===== config.mk =====
export PLATFORM = sky130hd
export DESIGN_NAME = mem_port_arbiter
export DESIGN_NICKNAME = d
export VERILOG_FILES = /design/src/rtl/mem_port_arbiter.sv
export SDC_FILE = /design/constraint.sdc
export NUM_CORES = 1
export LEC_CHECK = 0
export BUFFER_PORTS_ARGS = -buffer_cell sky130_fd_sc_hd__buf_2
export CORE_MARGIN = 3
export CORE_UTILIZATION = 29
export CTS_CLUSTER_SIZE = 8
export DETAILED_ROUTE_END_ITERATION = 8
export RECOVER_POWER = 25
export SLEW_MARGIN = 20
export SYNTH_ARGS = -nofsm -noshare
export SYNTH_HDL_FRONTEND = slang
export SYNTH_SLANG_ARGS = --single-unit

===== constraint.sdc =====
create_clock -name clk -period 2.3 [get_ports clk]
set_input_delay 0 -clock clk [delete_from_list [all_inputs] [get_ports clk]]
set_output_delay 0 -clock clk [all_outputs]
set_load 0.02 [all_outputs]

===== src/rtl/mem_port_arbiter.sv =====
// mem_port_arbiter
//
// Shares one multi-cycle backing-memory port between the instruction-cache
// line-refill port (I, LINE_WORDS-beat bursts) and the CPU load/store port
// (D, single words with byte enables). Ties are resolved round-robin against
// the last grant. A watchdog aborts an access whose mem_ack never arrives and
// reports the abort through err on the owner's done/ack pulse.
//
// Ports
//   clk, rst              clock, synchronous active-high reset
//   i_req, i_addr         refill request (held until i_done) and line address
//   i_rdata, i_rvalid     refill word and its one-cycle valid strobe
//   i_done                burst complete (or aborted, with err)
//   d_req, d_we, d_addr,
//   d_wdata, d_be         data request (held until d_ack); latched on grant
//   d_rdata, d_ack        read data and access-complete pulse
//   err                   qualifies i_done/d_ack: access aborted by timeout
//   mem_req, mem_we,
//   mem_addr, mem_wdata,
//   mem_be                memory request side (word-aligned address)
//   mem_rdata, mem_ack    memory response; ack completes the current word
//   busy                  an access is in progress
module mem_port_arbiter #(
    parameter int unsigned ADDR_WIDTH = 32,
    parameter int unsigned DATA_WIDTH = 32,
    parameter int unsigned LINE_WORDS = 4,
    parameter int unsigned TIMEOUT    = 255
) (
    input  logic                    clk,
    input  logic                    rst,

    input  logic                    i_req,
    input  logic [ADDR_WIDTH-1:0]   i_addr,
    output logic [DATA_WIDTH-1:0]   i_rdata,
    output logic                    i_rvalid,
    output logic                    i_done,

    input  logic                    d_req,
    input  logic                    d_we,
    input  logic [ADDR_WIDTH-1:0]   d_addr,
    input  logic [DATA_WIDTH-1:0]   d_wdata,
    input  logic [DATA_WIDTH/8-1:0] d_be,
    output logic [DATA_WIDTH-1:0]   d_rdata,
    output logic                    d_ack,

    output logic                    err,

    output logic                    mem_req,
    output logic                    mem_we,
    output logic [ADDR_WIDTH-1:0]   mem_addr,
    output logic [DATA_WIDTH-1:0]   mem_wdata,
    output logic [DATA_WIDTH/8-1:0] mem_be,
    input  logic [DATA_WIDTH-1:0]   mem_rdata,
    input  logic                    mem_ack,

    output logic                    busy
);

    localparam int unsigned BE_WIDTH = DATA_WIDTH / 8;
    localparam int unsigned BEAT_W   = $clog2(LINE_WORDS);
    localparam int unsigned TO_BITS  = $clog2(TIMEOUT + 1);
    localparam int unsigned WAIT_W   = (TO_BITS > 8) ? TO_BITS : 8;

    localparam logic [BEAT_W-1:0] LAST_BEAT   = BEAT_W'(LINE_WORDS - 1);
    localparam logic [WAIT_W-1:0] TIMEOUT_CNT = WAIT_W'(TIMEOUT);

    localparam logic GRANT_I = 1'b0;
    localparam logic GRANT_D = 1'b1;

    typedef enum logic [1:0] {
        S_IDLE     = 2'd0,
        S_I_BURST  = 2'd1,
        S_D_ACCESS = 2'd2
    } state_t;

    state_t                  state_q,      state_d;
    logic                    last_grant_q, last_grant_d;
    logic [BEAT_W-1:0]       beat_q,       beat_d;
    logic [WAIT_W-1:0]       wait_cnt_q,   wait_cnt_d;
    logic                    d_we_q,       d_we_d;
    logic [ADDR_WIDTH-1:0]   d_addr_q,     d_addr_d;
    logic [DATA_WIDTH-1:0]   d_wdata_q,    d_wdata_d;
    logic [BE_WIDTH-1:0]     d_be_q,       d_be_d;

    // Sub-word address bits carry no information for either requester.
    logic unused_addr_bits;
    assign unused_addr_bits = ^{i_addr[BEAT_W+1:0], d_addr[1:0]};

    always_ff @(posedge clk) begin
        if (rst) begin
            state_q      <= S_IDLE;
            last_grant_q <= GRANT_I;
            beat_q       <= '0;
            wait_cnt_q   <= '0;
            d_we_q       <= 1'b0;
            d_addr_q     <= '0;
            d_wdata_q    <= '0;
            d_be_q       <= '0;
        end else begin
            state_q      <= state_d;
            last_grant_q <= last_grant_d;
            beat_q       <= beat_d;
            wait_cnt_q   <= wait_cnt_d;
            d_we_q       <= d_we_d;
            d_addr_q     <= d_addr_d;
            d_wdata_q    <= d_wdata_d;
            d_be_q       <= d_be_d;
        end
    end

    always_comb begin
        state_d      = state_q;
        last_grant_d = last_grant_q;
        beat_d       = beat_q;
        wait_cnt_d   = wait_cnt_q;
        d_we_d       = d_we_q;
        d_addr_d     = d_addr_q;
        d_wdata_d    = d_wdata_q;
        d_be_d       = d_be_q;

        i_rdata   = '0;
        i_rvalid  = 1'b0;
        i_done    = 1'b0;
        d_rdata   = '0;
        d_ack     = 1'b0;
        err       = 1'b0;
        mem_req   = 1'b0;
        mem_we    = 1'b0;
        mem_addr  = '0;
        mem_wdata = '0;
        mem_be    = '0;
        busy      = 1'b0;

        case (state_q)
            S_IDLE: begin
                // Every completion returns here, so grants are always
                // separated by at least one IDLE cycle. On a tie the port
                // that did not win last time is served.
                if (i_req && (!d_req || last_grant_q == GRANT_D)) begin
                    state_d      = S_I_BURST;
                    last_grant_d = GRANT_I;
                    beat_d       = '0;
                    wait_cnt_d   = '0;
                end else if (d_req) begin
                    state_d      = S_D_ACCESS;
                    last_grant_d = GRANT_D;
                    beat_d       = '0;
                    wait_cnt_d   = '0;
                    d_we_d       = d_we;
                    d_addr_d     = {d_addr[ADDR_WIDTH-1:2], 2'b00};
                    d_wdata_d    = d_wdata;
                    d_be_d       = d_be;
                end
            end

            S_I_BURST: begin
                busy     = 1'b1;
                mem_req  = 1'b1;
                mem_we   = 1'b0;
                mem_be   = '1;
                mem_addr = {i_addr[ADDR_WIDTH-1:BEAT_W+2], beat_q, 2'b00};
                if (mem_ack) begin
                    i_rvalid   = 1'b1;
                    i_rdata    = mem_rdata;
                    wait_cnt_d = '0;
                    if (beat_q == LAST_BEAT) begin
                        i_done  = 1'b1;
                        beat_d  = '0;
                        state_d = S_IDLE;
                    end else begin
                        beat_d = beat_q + BEAT_W'(1);
                    end
                end else if (wait_cnt_q == TIMEOUT_CNT) begin
                    // Abandon the remaining beats; an ack in this same cycle
                    // would have taken the branch above instead.
                    i_done     = 1'b1;
                    err        = 1'b1;
                    beat_d     = '0;
                    wait_cnt_d = '0;
                    state_d    = S_IDLE;
                end else begin
                    wait_cnt_d = wait_cnt_q + WAIT_W'(1);
                end
            end

            S_D_ACCESS: begin
                busy      = 1'b1;
                mem_req   = 1'b1;
                mem_we    = d_we_q;
                mem_addr  = d_addr_q;
                mem_wdata = d_wdata_q;
                mem_be    = d_we_q ? d_be_q : '1;
                if (mem_ack) begin
                    d_ack      = 1'b1;
                    d_rdata    = mem_rdata;
                    wait_cnt_d = '0;
                    state_d    = S_IDLE;
                end else if (wait_cnt_q == TIMEOUT_CNT) begin
                    d_ack      = 1'b1;
                    err        = 1'b1;
                    wait_cnt_d = '0;
                    state_d    = S_IDLE;
                end else begin
                    wait_cnt_d = wait_cnt_q + WAIT_W'(1);
                end
            end

            default: begin
                state_d = S_IDLE;
            end
        endcase
    end

endmodule


# After elaboration in Yosys (flattened, before gate mapping)
# Cells that the tools add are included.
# classes
addsub	2
n_eq_ne	7
muxes	39
n_bitwise	1
reduce_logical	13
# op_table
operator	n
32-bit two-way mux	4
32-bit case mux with 2 select lines	1
8-bit two-way mux	4
2-bit two-way mux	11
8-bit case mux with 2 select lines	1
1-bit two-way mux	14
3-bit inequality test, second input constant	3
8-bit by 1-bit adder with 8-bit output, second input constant	1
8-bit == test, second input constant	1
4-bit case mux with 2 select lines	1
2-bit case mux with 3 select lines	1
2-bit AND reduction	3
3-bit AND reduction	2
2-bit nonzero test	3
2-bit == test, second input constant	2
4-bit two-way mux	1
2-bit case mux with 2 select lines	1
2-bit by 1-bit adder with 2-bit output, second input constant	1
2-bit by 1-bit == test with 1-bit output, second input constant	1
2-bit logical NOT	1
2-bit OR reduction	1
1-bit logical AND	1
1-bit logical NOT	1
1-bit logical OR	1
1-bit inverter	1
# totals
register_bits	80
input_bits	138
output_inout_bits	139
wordCells	70

# Longest topological paths before layout
# logic_depth
word_depth	5
mapped_depth	8
depth_no_buf	6

# Worst setup path after synthesis
# No wires, ideal clock.
# synth_path
kind	reg-to-reg
start	reg state_q[0]
end	reg wait_cnt_q[6]
setup_ns	0.070
t_arrival_ns	1.687
required_ns	2.230
slack_ns	0.543
path_stages_with_launch	7
path_buffers	1
period_less_slack_ns	1.757
cell_sequence	dfxtp_1 > inv_1 > ha_1 > buf_2 > o21ai_2 > or4_1 > a21oi_1
# synth_via
elab_chain_cells	4
elab_cells_between_ends	8
cone_classes	eq/ne (3); mux (1); reduce/logical (4)
# synth_rtl
element	line_no	rtl
start, declared	76	state_t state_q, state_d;
start signal, assigned	100	state_q <= state_d;
2-bit == test / 2-bit by 1-bit == test with 1-bit output (equally long branches)	134	case (state_q)
2-bit OR reduction (no source line)	--	
2-bit nonzero test (no source line)	--	
2-bit AND reduction (no source line)	--	
end signal, assigned	103	wait_cnt_q <= wait_cnt_d;
end, declared	79	logic [WAIT_W-1:0] wait_cnt_q, wait_cnt_d;
# Several ways; a longest one is shown, not always the timed one.
# A chain may end at the register's enable or synchronous reset.

# Final worst setup path
# layout_path
start	reg state_q[1]
end	out mem_addr[31]
# layout_via
elab_chain_cells	2
elab_cells_between_ends	3
cone_classes	eq/ne (2); mux (1)
# layout_rtl
element	line_no	rtl
2-bit == test / 2-bit by 1-bit == test with 1-bit output (equally long branches)	134	
32-bit case mux with 2 select lines (*)	134	
end, declared	50	output logic [ADDR_WIDTH-1:0] mem_addr,
# Every way passes the cells marked *; elsewhere a longest branch is shown, timed or not.

==> results.txt <==
The cell with the biggest individual delay on the critical path is ha_2. The leading cell type in the layout, fill and taps excluded is buf_2. The tightest slew margin relative to the limit came out at 54.2%. Data on the critical path arrives at its endpoint at 2.05 ns. Among all flip-flop cells after synthesis, the most frequent one is dfxtp_1.

The run finished with clean final reports. The number of antenna violations at the first check in global routing is 0. The die outline width came out at 127 um. The number of buffers created by CTS is 9. The peak supply drop is 0.000441 V. The final layout contains 1026 nets.

In this run the clock root is driven by a clkbuf_16. The remaining antenna violation count came out at 0. In the layout the commonest cells are buf_2, nand2_1, dfxtp_1. The category of the most critical setup path is reg2out.

The ratio of final minimum period to clock period came out at 89.3%. The initial standard-cell utilization of the core came out at 30.2%. The total power is 0.00477 W.

The floorplan die height came out at 127 um. The number of hold-slack violations in the final timing report came out at 0. The total grt overflow is 0. The tool flagged a number of max-cap violations equal to 0. STA classifies the critical path endpoint as an output pin.

For this run, the register share of the synthesized area comes to 37.5%. The final weighted congestion of routability-driven global placement came out at 0.792. Along the worst hold path, the cell count comes to 3. The global-route usage over all layers is 18.0%. The count of pins on the block boundary came out at 277. Setup repair after global routing left no endpoint under its margin.

The clock passes through at most 2 buffers. The number of different library cells in the post-synthesis netlist came out at 42. The areal power density over the cells came out at 718 nW/um^2. Counting flops and latches in the post-synthesis netlist gives 80.

The overall via count from detail_route came out at 5061. The post-CTS setup-driven buffer insertion count is 0. The sum of negative setup slack came out at 0 ns. For met2 alone, demand over resource in global routing was 31.9%. Global routing used 20.4% of the available met1 tracks. The number of buffers inserted by hold repair at cts is 68. The detailed router finished its first iteration with 288 violations. The Yosys step of the flow raised 0 warnings. The standard-cell row count came out at 43. For the worst-skew pair, the clock arrives at the later sink with an insertion delay of 0.35 ns.

The setup-violating endpoint count in the final report is 0. Once detailed placement completed, the half-perimeter wirelength came to 10100 um. In the global route stage, met3 resource usage came out at 5.10%. The H-tree was split into 3 levels. The logic depth of the worst register-to-register path came out at 6. The fmax is 487 MHz.

The tightest min-delay check is of the in2reg type. The final count of pins violating max slew is 0. At the pin with the least slew margin, the transition time is 0.687 ns. Relative to the synthesized area, the layout overhead comes to 55.9%. The minimum period implied by the final worst setup slack is 2.05 ns. The clock sink total is 80. The post-cts repair resize count came out at 0. For this run, design rule violations remaining after detail routing come to 0.

The core area is 14100 um^2. The required time reported for the critical path endpoint came out at 2.30 ns. The number of synthesized flops with an enable pin came out at 0. Fill cells in the final layout number 1502.

Each instance of the synthesized netlist takes up on average 7.33 um^2. TritonCTS built the clock tree. The leakage dissipation is 3.18 nW. STA classifies the critical path startpoint as a flip-flop. The first global-routing pass estimated 23800 um of wire. The worst-path maximum fanout came out at 26.

After detailed routing, the number of vias per cell comes to 4.73. The post-synthesis instance area came out at 4270 um^2. Synthesis produced 582 cells. The number of global-route vias before repair is 4898. The area of the die is 16200 um^2.

The pin count of the biggest net entering global routing came out at 73. Cells with a size suffix above 1 make up 28.2% of the layout. The worst stage delay on the critical path is 0.47 ns. The quantity of I/O buffers inserted on ports is 268. The fraction of registers with async set/reset is 0%.

The clock transition at the registers of the reported paths is 0.06 ns. The global routing's busiest layer is met2. The worst setup skew after layout came out at 0.00944 ns. The detailed-router iteration count before antenna repair came out at 4. After detailed routing, the total wire length is 15200 um. Dividing the detail-routed wire length by the instance count gives 14.2 um. Traced cell by cell, the critical path runs through inv_1 -> ha_2 -> buf_4 -> a22oi_1 -> nor2b_1 -> buf_2.
[cells in the mapped netlist, types with 2 or more instances]
library cell,number,area [um^2]
nand3_1,3,15.0
clkbuf_1,43,161
dfxtp_1,80,1600
nor2b_1,34,213
o31ai_1,2,15.0
nand2b_1,6,37.5
a211oi_1,3,22.5
o21ai_0,3,15.0
nand2_1,138,518
nor3b_1,2,15.0
and2_1,35,219
a22oi_1,30,225
inv_1,6,22.5
buf_1,3,11.3
a31oi_1,2,12.5
or4_1,2,15.0
xnor2_1,4,35.0
ha_1,5,62.6
a21oi_1,75,375
nor2_1,11,41.3
and3_1,64,400
nor3_1,2,10.0
buf_2,6,30.0
buf_4,3,22.5
nand4_1,2,12.5
xor2_1,2,17.5
[state kept, by name, summed over array words and instances, names as in the netlist]
| signal | cells |
|---|---|
| d_wdata_q | 32 |
| d_addr_q | 30 |
| wait_cnt_q | 8 |
| d_be_q | 4 |
| beat_q | 2 |
| state_q | 2 |
| d_we_q | 1 |
| last_grant_q | 1 |
[worst max-delay path, delay by kind of cell, from the launching register on]
family | cells | cell delay [ns]
flip-flops | 1 | 0.32
adder cells (fa/ha/maj) | 1 | 0.47
buffers and inverters | 3 | 0.64
AND/OR/NAND/NOR | 1 | 0.14
AO/OA/AOI/OAI | 1 | 0.14
[power breakdown]
| group | leakage [nW] | internal, W | switching (W) | total, W |
|---|---|---|---|---|
| logic | 2.37 | 0.000611 | 0.000988 | 0.00160 |
| clock network | 0.149 | 0.000956 | 0.000595 | 0.00155 |
| registers | 0.655 | 0.00154 | 0.0000811 | 0.00162 |
| total | 3.18 | 0.00311 | 0.00166 | 0.00477 |
[worst paths after layout]
check / from / end / slack (ns)
max reg2reg: state_q[0]$_SDFFE_PP0P_ / state_q[0]$_SDFFE_PP0P_ / 0.44
max: state_q[1]$_SDFFE_PP0P_ / mem_addr[31] / 0.25
min: d_req / last_grant_q$_SDFFE_PP0P_ / 0.04
min reg2reg: d_wdata_q[30]$_SDFFE_PP0P_ / d_wdata_q[30]$_SDFFE_PP0P_ / 0.45
[routing by layer]
layer / wire length [um] / vias to the layer above
met2: 7390 / 192
met5: 0 / -
met1: 6230 / 2286
li1: - / 2563
met3: 1230 / 20
met4: 304 / 0
[metrics by stage]
stage          instances  utilization, %  area, um^2  hold slack (ns)  setup WS [ns]
2_1_floorplan        583               -        4270            0.115          0.543
3_3_place_gp         984            40.4        5710            0.243          0.486
3_5_place_dp         984            40.4        5710            0.245          0.462
4_1_cts             1068            47.4        6710           0.0187          0.208
5_1_grt             1068            47.0        6650           0.0510         0.0404
6_report            1069            47.0        6650           0.0362          0.247
[logic make-up after synthesis]
logic type               synth area share (%)
AO/OA/AOI/OAI                            17.0
XOR/XNOR                                 1.23
adder cells (fa/ha/maj)                  1.47
buffers and inverters                    6.07
flip-flops                               37.5
other                                  0.0879
AND/OR/NAND/NOR                          36.6
[final cells by class]
type | count | area (um^2) | share of cell area (%)
multi-input cells | 441 | 2410 | 36.3
flip-flops and latches | 80 | 1600 | 24.1
clock inverters | 6 | 92.6 | 1.39
clock buffers | 10 | 229 | 3.44
well taps | 180 | 225 | 3.39
diodes | 1 | 2.50 | 0.0376
repair buffers | 345 | 2070 | 31.1
inverters | 6 | 22.5 | 0.339
No activity file was read; power rests on OpenSTA's default activity.
